==> src/rtl/hit_judge_if.sv <==
// Bundle of lane lights, player buttons, judgement pulses and counters
// exchanged between the game controller and the hit judge.
interface hit_judge_if #(
   parameter int SCORE_W = 16,
   parameter int COMBO_W = 8
);
   logic               game_en;
   logic               line1;
   logic               line2;
   logic               line3;
   logic               btn1;
   logic               btn2;
   logic               btn3;
   logic [2:0]         hit;
   logic [2:0]         miss;
   logic [2:0]         stray;
   logic [SCORE_W-1:0] score;
   logic [COMBO_W-1:0] combo;
   logic [COMBO_W-1:0] max_combo;

   modport master (
      output game_en, line1, line2, line3, btn1, btn2, btn3,
      input  hit, miss, stray, score, combo, max_combo
   );

   modport slave (
      input  game_en, line1, line2, line3, btn1, btn2, btn3,
      output hit, miss, stray, score, combo, max_combo
   );
endinterface

==> src/rtl/hit_judge.sv <==
// Rhythm-game hit judge: synchronises three player buttons, runs one
// judgement FSM per lane and keeps saturating score / combo / max-combo.
module hit_judge #(
   parameter int SCORE_W = 16,
   parameter int COMBO_W = 8
) (
   input logic         clk,
   input logic         reset,
   hit_judge_if.slave  bus
);

   typedef enum logic [1:0] {
      IDLE,
      WINDOW,
      DONE
   } lane_state_t;

   logic [2:0] line;
   logic [2:0] btn;

   logic [2:0] sync1;
   logic [2:0] sync2;
   logic [2:0] delay;
   logic [2:0] press;

   lane_state_t state [3];
   lane_state_t state_next [3];

   logic [2:0] hit_q;
   logic [2:0] miss_q;
   logic [2:0] stray_q;
   logic [2:0] hit_next;
   logic [2:0] miss_next;
   logic [2:0] stray_next;

   logic [SCORE_W-1:0] score_q;
   logic [COMBO_W-1:0] combo_q;
   logic [COMBO_W-1:0] max_combo_q;
   logic [SCORE_W-1:0] score_next;
   logic [COMBO_W-1:0] combo_next;
   logic [SCORE_W:0]   score_sum;
   logic [COMBO_W:0]   combo_sum;
   logic [1:0]         hit_count;

   function automatic logic [1:0] count3(input logic [2:0] v);
      count3 = {1'b0, v[0]} + {1'b0, v[1]} + {1'b0, v[2]};
   endfunction

   assign line = {bus.line3, bus.line2, bus.line1};
   assign btn  = {bus.btn3, bus.btn2, bus.btn1};

   // Button synchroniser, edge detector and a press register so that a
   // press reaches the lane FSMs three edges after the button is first seen.
   always_ff @(posedge clk) begin
      if (reset) begin
         sync1 <= '0;
         sync2 <= '0;
         delay <= '0;
         press <= '0;
      end else begin
         sync1 <= btn;
         sync2 <= sync1;
         delay <= sync2;
         press <= sync2 & ~delay;
      end
   end

   // Lane judgement: decide each lane's next state and which pulse it fires.
   always_comb begin
      hit_next   = '0;
      miss_next  = '0;
      stray_next = '0;
      for (int i = 0; i < 3; i++) begin
         state_next[i] = state[i];
         if (!bus.game_en) begin
            state_next[i] = IDLE;
         end else begin
            case (state[i])
               IDLE: begin
                  if (line[i] && press[i]) begin
                     state_next[i] = DONE;
                     hit_next[i]   = 1'b1;
                  end else if (line[i]) begin
                     state_next[i] = WINDOW;
                  end else if (press[i]) begin
                     stray_next[i] = 1'b1;
                  end
               end
               WINDOW: begin
                  if (press[i]) begin
                     state_next[i] = DONE;
                     hit_next[i]   = 1'b1;
                  end else if (!line[i]) begin
                     state_next[i] = IDLE;
                     miss_next[i]  = 1'b1;
                  end
               end
               DONE: begin
                  if (!line[i]) begin
                     state_next[i] = IDLE;
                  end
               end
               default: begin
                  state_next[i] = IDLE;
               end
            endcase
         end
      end
   end

   // Lane state and judgement pulses move together on the same edge.
   always_ff @(posedge clk) begin
      if (reset) begin
         for (int i = 0; i < 3; i++) begin
            state[i] <= IDLE;
         end
         hit_q   <= '0;
         miss_q  <= '0;
         stray_q <= '0;
      end else begin
         for (int i = 0; i < 3; i++) begin
            state[i] <= state_next[i];
         end
         hit_q   <= hit_next;
         miss_q  <= miss_next;
         stray_q <= stray_next;
      end
   end

   // Saturating score and combo arithmetic driven by last cycle's pulses.
   always_comb begin
      hit_count  = count3(hit_q);
      score_sum  = {1'b0, score_q} + {{(SCORE_W-1){1'b0}}, hit_count};
      combo_sum  = {1'b0, combo_q} + {{(COMBO_W-1){1'b0}}, hit_count};
      score_next = score_sum[SCORE_W] ? '1 : score_sum[SCORE_W-1:0];
      combo_next = combo_sum[COMBO_W] ? '1 : combo_sum[COMBO_W-1:0];
      if (|(miss_q | stray_q)) begin
         combo_next = '0;
      end
   end

   // Counters advance only while judging is enabled; max tracks the best combo.
   always_ff @(posedge clk) begin
      if (reset) begin
         score_q     <= '0;
         combo_q     <= '0;
         max_combo_q <= '0;
      end else if (bus.game_en) begin
         score_q <= score_next;
         combo_q <= combo_next;
         if (combo_next > max_combo_q) begin
            max_combo_q <= combo_next;
         end
      end
   end

   assign bus.hit       = hit_q;
   assign bus.miss      = miss_q;
   assign bus.stray     = stray_q;
   assign bus.score     = score_q;
   assign bus.combo     = combo_q;
   assign bus.max_combo = max_combo_q;

endmodule

==> src/flat_wrapper.sv <==
// flat-port wrapper written by rule: the top's interface ports become plain ports
module hit_judge_flat 
#(
   parameter int SCORE_W = 16,
   parameter int COMBO_W = 8
)
  (clk, reset, bus_game_en, bus_line1, bus_line2, bus_line3, bus_btn1, bus_btn2, bus_btn3, bus_hit, bus_miss, bus_stray, bus_score, bus_combo, bus_max_combo);
  hit_judge_if #(.SCORE_W(SCORE_W), .COMBO_W(COMBO_W)) bus_i ();
  input logic clk;
  input logic reset;
  input wire logic [$bits(bus_i.game_en)-1:0] bus_game_en;
  input wire logic [$bits(bus_i.line1)-1:0] bus_line1;
  input wire logic [$bits(bus_i.line2)-1:0] bus_line2;
  input wire logic [$bits(bus_i.line3)-1:0] bus_line3;
  input wire logic [$bits(bus_i.btn1)-1:0] bus_btn1;
  input wire logic [$bits(bus_i.btn2)-1:0] bus_btn2;
  input wire logic [$bits(bus_i.btn3)-1:0] bus_btn3;
  output wire logic [$bits(bus_i.hit)-1:0] bus_hit;
  output wire logic [$bits(bus_i.miss)-1:0] bus_miss;
  output wire logic [$bits(bus_i.stray)-1:0] bus_stray;
  output wire logic [$bits(bus_i.score)-1:0] bus_score;
  output wire logic [$bits(bus_i.combo)-1:0] bus_combo;
  output wire logic [$bits(bus_i.max_combo)-1:0] bus_max_combo;
  assign bus_i.game_en = bus_game_en;
  assign bus_i.line1 = bus_line1;
  assign bus_i.line2 = bus_line2;
  assign bus_i.line3 = bus_line3;
  assign bus_i.btn1 = bus_btn1;
  assign bus_i.btn2 = bus_btn2;
  assign bus_i.btn3 = bus_btn3;
  assign bus_hit = bus_i.hit;
  assign bus_miss = bus_i.miss;
  assign bus_stray = bus_i.stray;
  assign bus_score = bus_i.score;
  assign bus_combo = bus_i.combo;
  assign bus_max_combo = bus_i.max_combo;
  hit_judge #(.SCORE_W(SCORE_W), .COMBO_W(COMBO_W)) u_core (.clk(clk), .reset(reset), .bus(bus_i));
endmodule
==> config.mk <==
export PLATFORM = sky130hd
export DESIGN_NAME = hit_judge_flat
export DESIGN_NICKNAME = d
export VERILOG_FILES = /design/src/rtl/hit_judge_if.sv /design/src/rtl/hit_judge.sv /design/src/flat_wrapper.sv
export SDC_FILE = /design/constraint.sdc
export NUM_CORES = 1
export LEC_CHECK = 0
export CELL_PAD_IN_SITES_DETAIL_PLACEMENT = 1
export CELL_PAD_IN_SITES_GLOBAL_PLACEMENT = 1
export CORE_MARGIN = 8
export CORE_UTILIZATION = 37
export CTS_BUF_LIST = sky130_fd_sc_hd__clkbuf_8
export CTS_CLUSTER_SIZE = 8
export DETAILED_ROUTE_END_ITERATION = 16
export GPL_ROUTABILITY_DRIVEN = 0
export PLACE_DENSITY = 0.85
export SETUP_SLACK_MARGIN = 0.4
export SLEW_MARGIN = 30
export SYNTH_ARGS = -nofsm -noshare
export SYNTH_HDL_FRONTEND = slang
export SYNTH_SLANG_ARGS = --single-unit
==> constraint.sdc <==
create_clock -name clk -period 4.5 [get_ports clk]
set_clock_uncertainty 0.2 [all_clocks]
set_input_delay 0.9 -clock clk [delete_from_list [all_inputs] [get_ports clk]]
set_output_delay 0.9 -clock clk [all_outputs]
set_load 0.02 [all_outputs]
* After elaboration in Yosys (flattened, before gate mapping)
Memories as Yosys holds them, arrays and structs flattened. Cells that the tools add are included.
Word-level totals: bits in writable memories 6, output and inout port bits 41, bits in registers 53, memories 1, input bits 9
Operators by class: magnitude comparators 1, multiplexer cells 39, add/subtract/negate cells 4, reduce and logical (&&, ||, !) cells 15, bitwise gates (word level) 13, equality and inequality tests 6
Memories:
- u_core.state | words 3, width 2, read ports 3, clocked after memory_dff 0, write ports 3, line hit_judge.sv:26 | lane_state_t state [3];
Operators with widths (count):
- 2-bit 2-to-1 mux | 18
- 2-bit case mux with 3 select lines | 3
- 16-bit by 2-bit adder with 17-bit output | 1
- 16-bit 2-to-1 mux | 1
- 8-bit 2-to-1 mux | 2
- 5-bit OR reduction | 3
- 1-bit 2-to-1 mux | 12
- 4-bit OR reduction | 3
- 8-bit by 2-bit adder with 9-bit output | 1
- 8-bit > comparator | 1
- 1-bit NOT | 7
- 2-bit by 1-bit == test with 1-bit output (second input constant) | 3
- 2-bit == test (second input constant) | 3
- 2-bit logical NOT | 3
- 1-bit case mux with 2 select lines | 3
- 3-bit bitwise AND | 1
- 1-bit logical AND | 3
- 3-bit NOT | 1
- 1-bit bitwise OR | 3
- 3-bit bitwise OR | 1
- 3-bit OR reduction | 1
- 1-bit by 1-bit adder with 2-bit output | 1
- 2-bit by 1-bit adder with 2-bit output | 1
- 2-bit AND reduction | 1
- 2-bit OR reduction | 1

* Longest topological paths before layout
Gate-level depths: netlist (run 1).
word-level depth 7, mapped depth 14, gate-level depth less buffers 13

* Worst setup path after synthesis (run 1)
Ideal clock, no wire load.
kind flip-flop to flip-flop, start point register u_core.hit_q[1] (netlist: u_core.bus.hit[1]), end point register u_core.max_combo_q[0] (netlist: u_core.bus.max_combo[0]), setup slack 0.977 ns, cell stages (with the launch flop) 14, required time 4.230 ns, data arrival time 3.252 ns, library setup time 0.070 ns, cells stage by stage dfxtp_1 > fa_1 > ha_1 > fa_1 > and4_4 > nand2_1 > a31oi_4 > ha_1 > a211o_1 > a21oi_2 > and3_1 > buf_2 > o21ai_0 > a21oi_1
Between the ends: word-level cells in the longest chain between the ends 7
Ends and longest elaborated chain:
- start: declaration | line hit_judge.sv:29 | logic [2:0] hit_q;
- start signal: assignment | line hit_judge.sv:124 | hit_q <= hit_next;
- 1-bit by 1-bit adder with 2-bit output | line hit_judge.sv:46 | count3 = {1'b0, v[0]} + {1'b0, v[1]} + {1'b0, v[2]};
- 2-bit by 1-bit adder with 2-bit output | line hit_judge.sv:46
- 8-bit by 2-bit adder with 9-bit output | line hit_judge.sv:134 | combo_sum = {1'b0, combo_q} + {{(COMBO_W-1){1'b0}}, hit_count};
- 8-bit 2-to-1 mux | line hit_judge.sv:136 | combo_next = combo_sum[COMBO_W] ? '1 : combo_sum[COMBO_W-1:0];
- 8-bit 2-to-1 mux | line hit_judge.sv:137 | if (|(miss_q | stray_q)) begin
- net u_core.combo_next[5] | line hit_judge.sv:40 | logic [COMBO_W-1:0] combo_next;
- 8-bit > comparator | line hit_judge.sv:151 | if (combo_next > max_combo_q) begin
- 2-bit AND reduction (no line)
- end signal: assignment | line hit_judge.sv:152 | max_combo_q <= combo_next;
- end: declaration | line hit_judge.sv:38 | logic [COMBO_W-1:0] max_combo_q;
The timed path passes the listed nets, and every way through them passes these cells. A chain may end at the register's enable or synchronous reset.

* Final worst setup path (run 1)
start point register u_core.hit_q[0] (netlist: u_core.bus.hit[0]), end point register u_core.max_combo_q[5] (netlist: u_core.bus.max_combo[5])
Between the ends: word-level cells in the longest chain between the ends 7
Ends and longest elaborated chain (line):
- 1-bit by 1-bit adder with 2-bit output * | hit_judge.sv:46
- 2-bit by 1-bit adder with 2-bit output * | hit_judge.sv:46
- 8-bit by 2-bit adder with 9-bit output * | hit_judge.sv:134
- 8-bit 2-to-1 mux * | hit_judge.sv:136
- 8-bit 2-to-1 mux * | hit_judge.sv:137
- net u_core.combo_next[5] | hit_judge.sv:40
- 8-bit > comparator | hit_judge.sv:151
- 2-bit AND reduction (no line)
The timed path passes the listed nets; every way through them passes the cells marked *.

==> reports/metrics.cfg, run 1 <==
[floorplan]
die_area_um2=10300
rows=31
io_pins=50
die_w_um=101
core_um2=7180
start_util=0.377
die_h_um=101

[clock_network]
h-tree-depth=3
numCtsBuffers=9
cts_root_buffer=clkbuf_8
clk_pin_slew_ns=0.07
cts_setup_buffers=0
clock_latency_ns=0.33
cts_buffer_depth=2
clock-sinks=59
cts_tree=built

[yosys]
netlist_area_um2=2700
yosysSeqAreaShare=0.437
synth_top_area_cell=dfxtp_1
synthCells=288
syn_area_per_cell_um2=9.39
yosysMostFrequentCell=dfxtp_1
synth.top_cells.by_area=dfxtp_1 44%, ha_1 5.6%, a21oi_1 5.0%
syn-num-nets=312
ys_ff_latch=59
synth-main-ff-cell=dfxtp_1
yosys-top-cells-count=59 x dfxtp_1, 32 x nor2_1, 27 x a21oi_1
synth_top_area_share=0.437
synth_edf_count=0
async_flop_share=0
ys_types=52
synth_warnings=0

[min_path]
min_path_type=flop to flop
hold_start=u_core.delay[1]

[grt]
grt_pass1_wl_um=11700
antenna_found_initial=0
gr-total-overflow=0
grt_max_degree=43
grtUsageTotal=0.146
first_global_vias=2431

[worst_setup_path]
end_kind=flop
cp-start-kind=flop
timing.rr.start=u_core.bus.hit[0]
r2r_slack_ns=0.66
slowest_delay_ns=0.50
worstPathRequired_ns=4.50
cp_cell_sequence=fa_1 > ha_1 > fa_1 > and4_4 > nand2_1 > a31oi_4 > ha_1 > a211o_1 > a21oi_2 > nand3_1 > nand3_1 > a21oi_1
crit_arrival_ns=3.84
crit_family=adder cells
crit_start=u_core.bus.hit[0]
path_class=flop to flop
crit_buf_inv=0
cp_slowest_cell=fa_1
path_max_fanout=8

[route]
drt_wl_total_um=6990
dr_wl_met3_um=298
vias=2263
wire_per_inst_um=15.8
drt_first_pass_iters=4
route.met2.wl_um=3440
routed.top_layer=met4
ant_nets=0
via_per_inst=5.10
drt-initial-drc-count=59
drt-met1-wl_um=3130
drc_errors=0

[timing]
setup_tns_ns=0
maxSlewViolCount=0
min_period_ns=3.84
tightest_slew_ns=0.562
rsz0062_at_grt=no
setup_viol=0
hold_viol=0
finalCritPeriodShare=0.854
relSlewSlack=0.624
max_clock_freq_mhz=260

[outcome]
status=completed

[power_and_ir_drop]
power_density_nw_per_um2=319
irDropWorstVdd_v=0.000138
power_mw=1.12
p_leak_nw=1.32

[final_layout]
drive_gt1_frac=0.119
diodes=0
area_delta_synth_final_pct=30.2
nFillCells=835
finalNetCount=364

[placement]
hpwl_um=5090
port-buffer-count=49

[run]
maxCapViolCount=0

per-layer routing:
layer | track usage | vias to the layer above
li1 | - | 1123
met1 | 0.170 | 1092
met2 | 0.244 | 38
met3 | 0.0419 | 10
met4 | 0.0653 | 0
met5 | 0 | -
flip-flops by register name (all words and copies together), names as in the netlist:
register              cells
u_core.bus.max_combo      8
u_core.bus.miss           3
u_core.bus.hit            3
u_core.bus.stray          3
u_core.bus.combo          8
u_core.sync1              3
u_core.bus.score         16
u_core.sync2              3
u_core.press              3
u_core.delay              3
u_core.state              6
worst paths after layout:
path                              to  cells after the start
max          u_core.bus.max_combo[5]                     12
min                  u_core.press[1]                      1
max reg2reg  u_core.bus.max_combo[5]                     12
min reg2reg          u_core.press[1]                      1
logic make-up after synthesis:
group	count (synthesis)	share of synthesized area
and+or+nand+nor	116	0.249
DFF	59	0.437
AOI/OAI and AO/OA	55	0.130
buffers and inverters	22	0.0342
adders and majority gates	15	0.0777
xor gates and xnor gates	12	0.0389
muxes	9	0.0333
cells in the final DEF (no fill, tap or decap), types with 3 or more instances in the layout:
cell / netlist / final
dfxtp_1: 59 / 59
clkdlybuf4s50_1: 0 / 49
nor2_1: 32 / 32
a21oi_1: 27 / 25
nand2_1: 16 / 16
nor2b_1: 13 / 13
nand3_1: 12 / 12
ha_1: 12 / 12
inv_1: 11 / 11
o21ai_0: 11 / 10
clkbuf_8: 0 / 10
mux2i_1: 9 / 9
nor3_1: 8 / 8
xor2_1: 6 / 6
xnor2_1: 6 / 6
nand4_1: 5 / 5
and3_1: 5 / 4
a21oi_2: 1 / 3
nor4b_1: 3 / 3
a2111oi_0: 3 / 3
nor4bb_1: 3 / 3
fa_1: 3 / 3
where the power goes:
part	switching, mW	internal, mW
clock network	0.217	0.326
logic	0.0252	0.0192
registers	0.00478	0.529
through the flow:
step	util	instance area (µm²)	worst slack (ns)	hold slack, ns	cells
final	0.491	3520	0.656	0.187	444
after global placement	0.458	3290	0.841	0.173	428
after floorplan	-	2700	0.977	0.167	288
after CTS	0.489	3510	0.606	0.191	444
after global routing	0.491	3520	0.481	0.199	444
after detailed placement	0.458	3290	0.666	0.182	428
cell type report:
class / count / area (µm²) / area share
Multi-Input combinational cell: 207 / 1440 / 0.409
Clock buffer: 10 / 138 / 0.0391
Clock inverter: 6 / 88.8 / 0.0252
Tap cell: 99 / 124 / 0.0352
Sequential cell: 59 / 1180 / 0.335
Timing Repair Buffer: 51 / 505 / 0.144
Inverter: 12 / 45.0 / 0.0128
what timing repair did:
action | CTS | global route
setup endpoints to repair | 0 | 8
hold buffers | 0 | 0
resized for setup | 0 | 4
(Power assumes the default switching activity.)
==> run 2, diff against run 1 <==
--- a/config.mk
+++ b/config.mk
@@ -8,12 +8,13 @@
 export CELL_PAD_IN_SITES_DETAIL_PLACEMENT = 1
 export CELL_PAD_IN_SITES_GLOBAL_PLACEMENT = 1
 export CORE_MARGIN = 8
-export CORE_UTILIZATION = 37
+export CORE_UTILIZATION = 35
 export CTS_BUF_LIST = sky130_fd_sc_hd__clkbuf_8
 export CTS_CLUSTER_SIZE = 8
 export DETAILED_ROUTE_END_ITERATION = 16
 export GPL_ROUTABILITY_DRIVEN = 0
-export PLACE_DENSITY = 0.85
+export HOLD_SLACK_MARGIN = 0.06
+export PLACE_DENSITY = 0.82
 export SETUP_SLACK_MARGIN = 0.4
 export SLEW_MARGIN = 30
 export SYNTH_ARGS = -nofsm -noshare
==> run 2 against run 1 <==
Worst hold slack hardly changed. Power is 6.8% lower. Wire length is 1.8% lower. Worst setup slack better by 0.013 ns. First-iteration DRC count is 36% lower. Sequential power hardly changed. Die area is 4.8% higher. Critical path type unchanged. Largest cell class unchanged. Largest power group is now registers.
==> reports/metrics.cfg, run 2 (synthesized netlist as in run 1, its figures left out) <==
[worst_setup_path]
cp-start-kind=flop
path_max_fanout=8
crit_arrival_ns=3.89
path_class=flop to flop
timing.rr.start=u_core.bus.hit[0]
worstPathRequired_ns=4.56
end_kind=flop
crit_start=u_core.bus.hit[0]

[grt]
grt_pass1_wl_um=11700
first_global_vias=2422
antenna_found_initial=0
grtUsageTotal=0.132
gr-total-overflow=0
grt_max_degree=43

[route]
ant_nets=0
drc_errors=0
drt-initial-drc-count=38
drt_wl_total_um=6870
drt_first_pass_iters=4
wire_per_inst_um=15.4
vias=2272
via_per_inst=5.08

[outcome]
status=completed

[power_and_ir_drop]
p_int_uw=814
p_clk_frac=0.447
power.switching_uw=232
power_density_nw_per_um2=300
pwr-share-comb=0.042
seq_power_share=0.511
irDropWorstVdd_v=0.000169
p_sw_frac=0.221
p_leak_nw=1.32

[floorplan]
die_w_um=104
core_um2=7610
die_h_um=104
rows=32
start_util=0.355
die_area_um2=10800
io_pins=50

[final_layout]
largest_reg_flops=16
final_cells=447
diodes=0
area_delta_synth_final_pct=29.0
final_common_cell=dfxtp_1
finalNetCount=364
mostFrequentLayoutCells=59 x dfxtp_1, 49 x clkdlybuf4s50_1, 32 x nor2_1
drive_gt1_frac=0.110

[placement]
hpwl_um=5080
port-buffer-count=49
place_inst=431

[timing]
hold_viol=0
finalCritPeriodShare=0.851
max_clock_freq_mhz=261
setup_viol=0
rsz0062_at_grt=no
min_period_ns=3.83
relSlewSlack=0.601
tightest_slew_ns=0.596
maxSlewViolCount=0
setup_tns_ns=0

[clock_network]
h-tree-depth=3
numCtsBuffers=9
clk_pin_slew_ns=0.06
clock_latency_ns=0.33
cts_buffer_depth=2
clock-sinks=59
cts_tree=built
cts_hold_buf=0
cts_root_buffer=clkbuf_8

[min_path]
min_path_type=flop to flop
hold_start=u_core.delay[0]

[run]
maxCapViolCount=0

run 2: final timing paths:
| check | cells past startpoint | slack (ns) | to |
|---|---|---|---|
| setup / recovery | 12 | 0.67 | u_core.bus.max_combo[7] |
| hold / removal | 1 | 0.19 | u_core.press[0] |
| setup reg to reg | 12 | 0.67 | u_core.bus.max_combo[7] |
| hold reg to reg | 1 | 0.19 | u_core.press[0] |
run 2: per-stage QoR:
| step | hold slack [ns] | power, mW | instance area [µm²] | util | worst slack (ns) |
|---|---|---|---|---|---|
| after floorplan | 0.167 | 0.570 | 2700 | - | 0.977 |
| after global placement | 0.174 | 0.588 | 3290 | 0.432 | 0.769 |
| after detailed placement | 0.178 | 0.590 | 3290 | 0.432 | 0.614 |
| after CTS | 0.191 | 1.06 | 3480 | 0.458 | 0.585 |
| after global routing | 0.196 | 1.09 | 3490 | 0.458 | 0.459 |
| final | 0.187 | 1.05 | 3490 | 0.458 | 0.670 |
run 2: worst max-delay path, cell delays in order, from the launching register on:
cell	delay [ns]
dfxtp_1	0.33
fa_1	0.51
ha_1	0.23
fa_1	0.46
and4_4	0.25
nand2_1	0.18
a31oi_4	0.13
ha_1	0.31
a211o_1	0.28
a21oi_2	0.21
and3_1	0.36
o21ai_0	0.16
a21oi_1	0.17
run 2: power by group through the flow:
stage	Clock, mW	Combinational [mW]	Sequential [mW]
after floorplan	0	0.0233	0.547
after global placement	0	0.0435	0.545
after detailed placement	0	0.0447	0.545
after CTS	0.485	0.0450	0.534
after global routing	0.511	0.0489	0.534
final	0.468	0.0439	0.534
run 2: timing repair:
| item | CTS | global route |
|---|---|---|
| setup buffers | 0 | 0 |
| gates resized for setup | 0 | 1 |
| endpoints found under the setup margin | 0 | 6 |
run 2: per-layer routing:
metal	vias up	global-route usage	routed length, µm
li1	1123	-	-
met1	1093	0.147	2980
met2	44	0.223	3470
met3	12	0.0347	245
met4	0	0.0755	175
met5	-	0	0
run 2: cell type report:
type	count	area [µm²]
fill	905	4120
multi-input combinational	207	1430
sequential	59	1180
timing repair buffer	51	505
clock buffer	10	138
tap	102	128
clock inverter	6	56.3
inverter	12	45.0
